### src/rtl/lif_scheduler_if.sv
// lif_scheduler_if
//   Bundles the timestep handshake, configuration and result signals of the
//   LIF scheduler so the scheduler and its client connect through one port.
//   master: client side (drives step/syn/weight/threshold/tau, observes results)
//   slave : scheduler side (observes inputs, drives busy/done/spikes/v_*)
interface lif_scheduler_if #(
  parameter int N_NEURONS = 4,
  parameter int W         = 8,
  parameter int IDX_W     = $clog2(N_NEURONS)
);
  logic                 step;
  logic [N_NEURONS-1:0] syn;
  logic [W-1:0]         weight;
  logic [W-1:0]         threshold;
  logic [W-1:0]         tau;
  logic                 busy;
  logic                 done;
  logic [N_NEURONS-1:0] spikes;
  logic                 v_valid;
  logic [IDX_W-1:0]     v_idx;
  logic [W-1:0]         v_out;

  modport master (
    output step, syn, weight, threshold, tau,
    input  busy, done, spikes, v_valid, v_idx, v_out
  );

  modport slave (
    input  step, syn, weight, threshold, tau,
    output busy, done, spikes, v_valid, v_idx, v_out
  );
endinterface

### src/rtl/lif_scheduler.sv
// lif_scheduler
//   Shares one leaky integrate-and-fire update datapath among N_NEURONS
//   neurons. A step accepted in IDLE snapshots syn/weight/threshold/tau, then
//   one neuron is updated per clock (integrate, fire/reset, leak). The block
//   owns the membrane voltages of all neurons.
// Ports:
//   clk  - rising-edge clock
//   rst  - asynchronous, active-low reset
//   bus  - lif_scheduler_if.slave: step, syn, weight, threshold, tau in;
//          busy, done, spikes, v_valid, v_idx, v_out out
module lif_scheduler #(
  parameter int N_NEURONS = 4,
  parameter int W         = 8,
  parameter int IDX_W     = $clog2(N_NEURONS)
) (
  input logic             clk,
  input logic             rst,
  lif_scheduler_if.slave  bus
);

  typedef enum logic [1:0] {
    IDLE = 2'd0,
    RUN  = 2'd1,
    DONE = 2'd2
  } state_t;

  localparam logic [IDX_W-1:0] LAST_IDX = IDX_W'(N_NEURONS - 1);

  state_t               state, state_next;
  logic [IDX_W-1:0]     idx;
  logic [W-1:0]         v_mem [N_NEURONS];
  logic [N_NEURONS-1:0] syn_l;
  logic [W-1:0]         weight_l, threshold_l, tau_l;
  logic [N_NEURONS-1:0] acc, acc_next;
  logic [N_NEURONS-1:0] spikes_r;
  logic                 done_r, v_valid_r;
  logic [IDX_W-1:0]     v_idx_r;
  logic [W-1:0]         v_out_r;

  logic [W:0]           sum_wide;
  logic [W-1:0]         sum_sat, v_new;
  logic                 fire;
  logic                 last;

  assign last = (idx == LAST_IDX);

  always_ff @(posedge clk or negedge rst) begin
    if (!rst) state <= IDLE;
    else      state <= state_next;
  end

  always_comb begin
    state_next = state;
    case (state)
      IDLE:    if (bus.step) state_next = RUN;
      RUN:     if (last)     state_next = DONE;
      DONE:    state_next = IDLE;
      default: state_next = IDLE;
    endcase
  end

  // One extra carry bit catches overflow so the integrated value clamps at
  // all-ones; leak is only applied when it cannot underflow.
  always_comb begin
    sum_wide = {1'b0, v_mem[idx]} + {1'b0, (syn_l[idx] ? weight_l : {W{1'b0}})};
    sum_sat  = sum_wide[W] ? {W{1'b1}} : sum_wide[W-1:0];
    fire     = (sum_sat >= threshold_l);
    if (fire)                 v_new = '0;
    else if (sum_sat > tau_l) v_new = sum_sat - tau_l;
    else                      v_new = '0;
    acc_next      = acc;
    acc_next[idx] = acc[idx] | fire;
  end

  // spikes is loaded from acc_next so the last neuron's fire is included on
  // the same edge that raises done.
  always_ff @(posedge clk or negedge rst) begin
    if (!rst) begin
      idx         <= '0;
      syn_l       <= '0;
      weight_l    <= '0;
      threshold_l <= '0;
      tau_l       <= '0;
      acc         <= '0;
      spikes_r    <= '0;
      done_r      <= 1'b0;
      v_valid_r   <= 1'b0;
      v_idx_r     <= '0;
      v_out_r     <= '0;
      for (int i = 0; i < N_NEURONS; i++) v_mem[i] <= '0;
    end else begin
      done_r    <= 1'b0;
      v_valid_r <= 1'b0;
      case (state)
        IDLE: begin
          if (bus.step) begin
            syn_l       <= bus.syn;
            weight_l    <= bus.weight;
            threshold_l <= bus.threshold;
            tau_l       <= bus.tau;
            idx         <= '0;
            acc         <= '0;
          end
        end
        RUN: begin
          v_mem[idx] <= v_new;
          acc        <= acc_next;
          v_valid_r  <= 1'b1;
          v_idx_r    <= idx;
          v_out_r    <= v_new;
          if (last) begin
            done_r   <= 1'b1;
            spikes_r <= acc_next;
          end else begin
            idx <= idx + 1'b1;
          end
        end
        default: ;
      endcase
    end
  end

  assign bus.busy    = (state != IDLE);
  assign bus.done    = done_r;
  assign bus.spikes  = spikes_r;
  assign bus.v_valid = v_valid_r;
  assign bus.v_idx   = v_idx_r;
  assign bus.v_out   = v_out_r;

endmodule

### src/flat_wrapper.sv
// flat-port wrapper written by rule: the top's interface ports become plain ports
module lif_scheduler_flat 
#(
  parameter int N_NEURONS = 4,
  parameter int W         = 8,
  parameter int IDX_W     = $clog2(N_NEURONS)
)
  (clk, rst, bus_step, bus_syn, bus_weight, bus_threshold, bus_tau, bus_busy, bus_done, bus_spikes, bus_v_valid, bus_v_idx, bus_v_out);
  lif_scheduler_if #(.N_NEURONS(N_NEURONS), .W(W), .IDX_W(IDX_W)) bus_i ();
  input logic clk;
  input logic rst;
  input wire logic [$bits(bus_i.step)-1:0] bus_step;
  input wire logic [$bits(bus_i.syn)-1:0] bus_syn;
  input wire logic [$bits(bus_i.weight)-1:0] bus_weight;
  input wire logic [$bits(bus_i.threshold)-1:0] bus_threshold;
  input wire logic [$bits(bus_i.tau)-1:0] bus_tau;
  output wire logic [$bits(bus_i.busy)-1:0] bus_busy;
  output wire logic [$bits(bus_i.done)-1:0] bus_done;
  output wire logic [$bits(bus_i.spikes)-1:0] bus_spikes;
  output wire logic [$bits(bus_i.v_valid)-1:0] bus_v_valid;
  output wire logic [$bits(bus_i.v_idx)-1:0] bus_v_idx;
  output wire logic [$bits(bus_i.v_out)-1:0] bus_v_out;
  assign bus_i.step = bus_step;
  assign bus_i.syn = bus_syn;
  assign bus_i.weight = bus_weight;
  assign bus_i.threshold = bus_threshold;
  assign bus_i.tau = bus_tau;
  assign bus_busy = bus_i.busy;
  assign bus_done = bus_i.done;
  assign bus_spikes = bus_i.spikes;
  assign bus_v_valid = bus_i.v_valid;
  assign bus_v_idx = bus_i.v_idx;
  assign bus_v_out = bus_i.v_out;
  lif_scheduler #(.N_NEURONS(N_NEURONS), .W(W), .IDX_W(IDX_W)) u_core (.clk(clk), .rst(rst), .bus(bus_i));
endmodule
### config.mk
export PLATFORM = sky130hd
export DESIGN_NAME = lif_scheduler_flat
export DESIGN_NICKNAME = d
export VERILOG_FILES = /design/src/rtl/lif_scheduler_if.sv /design/src/rtl/lif_scheduler.sv /design/src/flat_wrapper.sv
export SDC_FILE = /design/constraint.sdc
export NUM_CORES = 1
export LEC_CHECK = 0
export BUFFER_PORTS_ARGS = -buffer_cell sky130_fd_sc_hd__buf_2
export CAP_MARGIN = 20
export CORE_MARGIN = 3
export CORE_UTILIZATION = 30
export DETAILED_ROUTE_END_ITERATION = 12
export GPL_TIMING_DRIVEN = 0
export PLACE_DENSITY = 0.47
export SYNTH_ARGS = -nofsm -noshare
export SYNTH_HDL_FRONTEND = slang
export SYNTH_SLANG_ARGS = --single-unit
### constraint.sdc
create_clock -name clk -period 10.5 [get_ports clk]
set_clock_uncertainty 0.1 [all_clocks]
set_input_delay 1.05 -clock clk [delete_from_list [all_inputs] [get_ports clk]]
set_output_delay 1.05 -clock clk [all_outputs]
set_load 0.005 [all_outputs]
==> results of run 1 <==
-- layout make-up --
cell class	count	area, um^2
plain buffers	22	118
clock buffers	12	267
clock inverters	4	30.0
fillers	1502	9360
inverters	26	97.6
multi-input cells	322	2230
flip-flops and latches	84	2100
well taps	184	230
repair buffers	48	265
-- kinds of logic (layout without fill, tap and decap cells) --
logic type	after synthesis	after routing	share of synthesized area [%]
xor+xnor	8	8	1.54
flops	84	84	46.2
buf+inv	48	112	4.73
simple gates	166	166	16.0
fa+ha+maj	30	30	8.58
mux	11	11	5.20
compound gates	107	107	17.7
-- critical path: cells and delay by family, from the launching register on --
family                   cells  cell delay [ps]
AO/OA/AOI/OAI                7             2210
adder cells (fa/ha/maj)      4             1060
buffers and inverters        1              520
flip-flops                   1              410
multiplexers                 1              480
AND/OR/NAND/NOR              4              670
-- synth_stat cells, drive strengths merged --
cell type	n
or3b	1
and3	1
clkbuf	10
o2bb2ai	4
ha	28
xnor2	4
and3b	1
buf	12
a311oi	2
mux4	10
nor2b	6
nand2b	3
o21a	1
nor2	10
o21bai	1
a21o	3
o31ai	41
nand2	122
nand3	3
o22ai	1
a311o	1
a211oi	4
xor2	4
dfrtp	84
o211ai	2
mux2	1
nor3b	3
inv	26
o311a	1
o221ai	1
o311ai	2
and2	9
a21oi	10
a21boi	1
or2	1
nand4	3
nor3	1
or3	1
fa	2
nor4b	1
o21ai	32
-- placed cells by master (no fill, tap or decap), drive strengths merged, types with 2 or more instances in the layout --
cell type and instances:
a211oi 4, a21o 3, a21oi 10, a311oi 2, and2 9, buf 60
clkbuf 22, clkinv 2, dfrtp 84, fa 2, ha 28, inv 27
mux4 10, nand2 122, nand2b 3, nand3 3, nand4 3, nor2 10
nor2b 6, nor3b 3, o211ai 2, o21ai 32, o2bb2ai 4, o311ai 2
o31ai 41, xnor2 4, xor2 4
-- registers in the layout, indices dropped and copies added, names as in the netlist --
register and cells:
u_core.threshold_l 8, u_core.bus.spikes 4, u_core.idx 2, u_core.bus.v_valid 1
u_core.acc 4, u_core.weight_l 8, u_core.syn_l 4, u_core.bus.v_idx 2
u_core.state 2, u_core.v_mem 32, u_core.bus.done 1, u_core.bus.v_out 8
u_core.tau_l 8
-- routing by layer --
layer	part of all wire (%)	GRT usage (%)	wire [um]	vias up
li1	-	-	-	1706
met1	50	20.4	5760	1634
met2	46	23.8	5310	50
met3	3.3	3.96	377	8
met4	0.88	3.15	102	0
met5	0	0	0	-
-- how the worst max path moves through the flow --
| stage | from | endpoint | slack, ps | cells past startpoint |
|---|---|---|---|---|
| floorplan | u_core.idx[1] | u_core.bus.v_out[6] | 5920 | 17 |
| global placement | u_core.idx[1] | u_core.bus.v_out[6] | 4840 | 17 |
| detailed placement | u_core.idx[1] | u_core.v_mem[22] | 4840 | 17 |
| CTS | u_core.idx[1] | u_core.bus.v_out[6] | 4810 | 17 |
| global route | u_core.idx[1] | u_core.v_mem[30] | 4540 | 17 |
| finish | u_core.idx[1] | u_core.bus.v_out[6] | 4890 | 17 |
-- stage by stage --
step                      instances  instance area, um^2  setup slack [ps]  hold slack (ps)
final                           702                 5340              4890              371
after floorplan                 454                 4550              5920              337
after detailed placement        686                 5040              4840              359
after global placement          685                 5010              4840              353
after global routing            702                 5340              4540              391
after CTS                       702                 5340              4810              377
==> impl_metrics.json, run 1 <==
{
  "grt_max_degree": 68,
  "grt_pass1_wl_um": 19200,
  "synth_area_leaders": "dfrtp_1 46%, nand2_1 10%, ha_1 7.7%",
  "clk_pin_slew_ps": 70,
  "core_mm2": 0.0147,
  "slew_headroom_pct": 31.8,
  "end_kind": "flip-flop",
  "syn_nets": 515,
  "worst-endpoint-required_ps": 10590,
  "clockBufferDepth": 2,
  "start_util_pct": 30.9,
  "rows": 44,
  "num_vias": 3398,
  "min_to": "u_core.syn_l[1]",
  "slew_viol_final": 0,
  "final_layout_size_suffix_gt1_share_pct": 19.1,
  "dr.pass1.iters": 4,
  "final_antenna_net_count": 0,
  "setup_viol_count_final": 0,
  "layout.nets": 574,
  "cts_hold_buf": 0,
  "cp-start-kind": "flip-flop",
  "place_congestion": 0.746,
  "path_cells": "clkbuf_1 -> mux4_2 -> and2_1 -> ha_1 -> fa_1 -> a21o_1 -> a21oi_2 -> o21ai_1 -> a311oi_4 -> nor2b_1 -> ha_1 -> fa_1 -> nand2b_1 -> o2bb2ai_2 -> nor3_1 -> a311oi_1 -> o31ai_1",
  "area_growth_syn_to_layout_pct": 17.4,
  "rsz0062_at_grt": "false",
  "grt_pass1_vias": 3583,
  "io_pins": 48,
  "drt-initial-drc-count": 189,
  "ctsHtreeMaxLevel": 3,
  "critical-path-max-stage-delay_ps": 830,
  "cts.sinks": 84,
  "hold_class": "reg2reg",
  "outcome": "complete, no violations",
  "crit_type": "reg2reg",
  "maxCapViolCount": 0,
  "die_h_um": 129,
  "cts.repair.resized": 0,
  "ys_ff_latch": 84,
  "cts_setup_buffers": 0,
  "yosysSeqAreaShare_pct": 46.2,
  "rrSetupSlack_ps": 4890,
  "wl_um": 11600,
  "diodes": 0,
  "worst_skew_pair.late_latency_ps": 340,
  "min_period_over_period_pct": 53.4,
  "synthCells": 454,
  "synth_warnings": 0,
  "track_usage_pct": 14.9,
  "hold_viol": 0,
  "synth_area_mm2": 0.00455,
  "yosysUniqueCellTypes": 52,
  "vias_per_cell": 4.84,
  "grt-ovfl-total": 0,
  "synth_area_per_cell_um2": 10.0,
  "setup_tns_ps": 0,
  "dieArea_mm2": 0.0167,
  "cts-root-buf": "clkbuf_16",
  "yosys.area.top_type": "dfrtp_1",
  "wl_per_cell_um": 16.5,
  "arrival_ps": 5700,
  "cts_tree": "built",
  "antenna_found_initial": 0,
  "cp_slowest_cell": "a311oi_1",
  "worstPathMaxFanout": 10,
  "yosys.area.top_type_share_pct": 46.2,
  "die_width_um": 129,
  "fmax_ghz": 0.178,
  "timing.rr.start": "u_core.idx[1]",
  "dp_hpwl_um": 8550,
  "tightest_slew_ps": 1020,
  "reg2reg_depth": 17,
  "drc": 0,
  "portBuffers": 47,
  "min_period_ps": 5610,
  "cts_buffers": 9,
  "holdPathStages": 2,
  "hp-start": "u_core.syn_l[1]",
  "r2r-end": "u_core.bus.v_out[6]",
  "final_util_pct": 36.3
}
Power of run 1 is not shown: default switching activity piles up to over one toggle a cycle in this logic, so the estimate is an artifact.
==> inputs of run 2 (changes only) <==
PLACE_DENSITY = 0.49   (was 0.47)
clock period = 5.1 ns   (was 10.5 ns; I/O delays follow)
==> run 2 against run 1 <==
  * Maximum frequency grew 17%
  * Routed wire length shrank 0.65%
  * Core utilization grew 0.83 points
  * Global-route usage shrank 0.20 points
  * Clock-buffer cell count shrank 2
  * Critical path depth is the same
  * Final area grew 2.3%
  * Register-to-register slack lost 4600 ps
  * Cell count grew 0.43%
==> impl_metrics.json, run 2 (synthesis results as in run 1) <==
{
  "grtUsageMet2_pct": 23.7,
  "setup_viol_count_final": 0,
  "outcome": "complete, no violations",
  "arrival_ps": 4950,
  "place_congestion": 0.767,
  "ctsHtreeMaxLevel": 3,
  "largest_reg_flops": 32,
  "grt-ovfl-total": 0,
  "critical-path-max-stage-delay_ps": 530,
  "antenna_found_initial": 0,
  "grt_pass1_wl_um": 19000,
  "end_kind": "flip-flop",
  "gr-usage-met3_pct": 3.59,
  "track_usage_pct": 14.7,
  "clockBufferDepth": 2,
  "seqCellArea_mm2": 0.00210,
  "worst-endpoint-required_ps": 5240,
  "num_vias": 3479,
  "area_growth_syn_to_layout_pct": 20.1,
  "rsz0062_at_grt": "false",
  "maxCapViolCount": 0,
  "io_pins": 48,
  "grt.busiest_layer": "met2",
  "multi_input_comb_area_mm2": 0.00226,
  "layout.nets": 577,
  "dieArea_mm2": 0.0167,
  "grt_pass1_vias": 3551,
  "slew_headroom_pct": 57.9,
  "final_common_cell": "nand2_1",
  "drt-initial-drc-count": 180,
  "final_layout_size_suffix_gt1_share_pct": 20.2,
  "final_cell_area_mm2": 0.00546,
  "final_cell_mix": "122 x nand2_1, 84 x dfrtp_1, 49 x buf_2",
  "worstPathMaxFanout": 10,
  "min_period_ps": 4800,
  "die_width_um": 129,
  "final_antenna_net_count": 0,
  "place_area_mm2": 0.00504,
  "holdWs_ps": 255,
  "worst_skew_pair.late_latency_ps": 340,
  "cts.sinks": 84,
  "start_util_pct": 30.9,
  "clk_pin_slew_ps": 70,
  "max_flop_register": "u_core.v_mem",
  "wl_per_cell_um": 16.3,
  "cp_slowest_cell": "mux4_2",
  "diodes": 0,
  "path_cells": "buf_4 -> mux4_2 -> ha_1 -> fa_1 -> a21o_1 -> a21oi_2 -> o21ai_1 -> a311oi_4 -> buf_4 -> nand2_1 -> ha_1 -> nand2b_1 -> o2bb2ai_2 -> o221ai_4 -> nand4_4 -> buf_6 -> o31ai_1",
  "n_fill_cell": 1473,
  "cts_tree": "built",
  "slew_viol_final": 0,
  "crit_type": "reg2reg",
  "cts_buffers": 9,
  "cp-start-kind": "flip-flop",
  "grt_max_degree": 72,
  "hold_viol": 0,
  "grt_use_met1_pct": 20.3,
  "tightest_slew_ps": 627,
  "drc": 0,
  "fmax_ghz": 0.208,
  "hold_class": "in2reg",
  "portBuffers": 47,
  "cts-root-buf": "clkbuf_16",
  "die_h_um": 129,
  "vias_per_cell": 4.93,
  "rows": 44,
  "min_period_over_period_pct": 94.2,
  "core_mm2": 0.0147,
  "dp_hpwl_um": 8610,
  "wl_um": 11500,
  "dr.pass1.iters": 5
}
run 2: timing repair:
item,in CTS,in global routing
buffers inserted,0,2
hold buffers,1,0
setup endpoints to repair,48,48
hold endpoints to repair,13,0
gates resized for setup,4,5
cloned,0,0
pin swaps,1,2
run 2: path summary, 6_finish.rpt:
check	from	endpoint	slack [ps]	depth (start not counted)
min	bus_weight[4]	u_core.weight_l[4]	250	3
max in group asynchronous	rst	u_core.state[1]	3810	3
max reg2reg	u_core.idx[0]	u_core.bus.v_out[2]	300	17
min reg2reg	u_core.weight_l[0]	u_core.weight_l[0]	370	2
min in group asynchronous	rst	u_core.threshold_l[1]	470	2
max	u_core.idx[0]	u_core.bus.v_out[2]	300	17
run 2: layout make-up:
class / instances / share of cell area (%)
Inverter: 26 / 1.79
Buffer: 22 / 2.27
Clock inverter: 6 / 2.18
Timing Repair Buffer: 51 / 5.31
Multi-Input combinational cell: 322 / 41.4
Clock buffer: 10 / 4.37
Sequential cell: 84 / 38.5
Tap cell: 184 / 4.21
run 2: per-stage QoR:
stage	util, %	std cells	worst slack (ps)	TNS, ps
after global routing	37.2	705	12.4	0
after detailed placement	34.3	686	-446	-6810
final	37.2	705	298	0
after CTS	36.9	703	51.4	0
after global placement	34.1	685	-472	-4860
after floorplan	-	454	524	0
run 2: critical path, delay by kind of cell, from the launching register on:
family	cells	cell delay [ps]
AOI/OAI and AO/OA	7	1500
muxes	1	530
DFF	1	490
buffers and inverters	3	700
and+or+nand+nor	3	380
adders and majority gates	3	1000
run 2: layer usage:
layer	wire, um	up-vias	part of all wire, %
met4	122	0	1.1
met1	5510	1681	48
li1	-	1723	-
met2	5390	65	47
met3	457	10	4.0
met5	0	-	0
Power of run 2 is left out for the same reason.
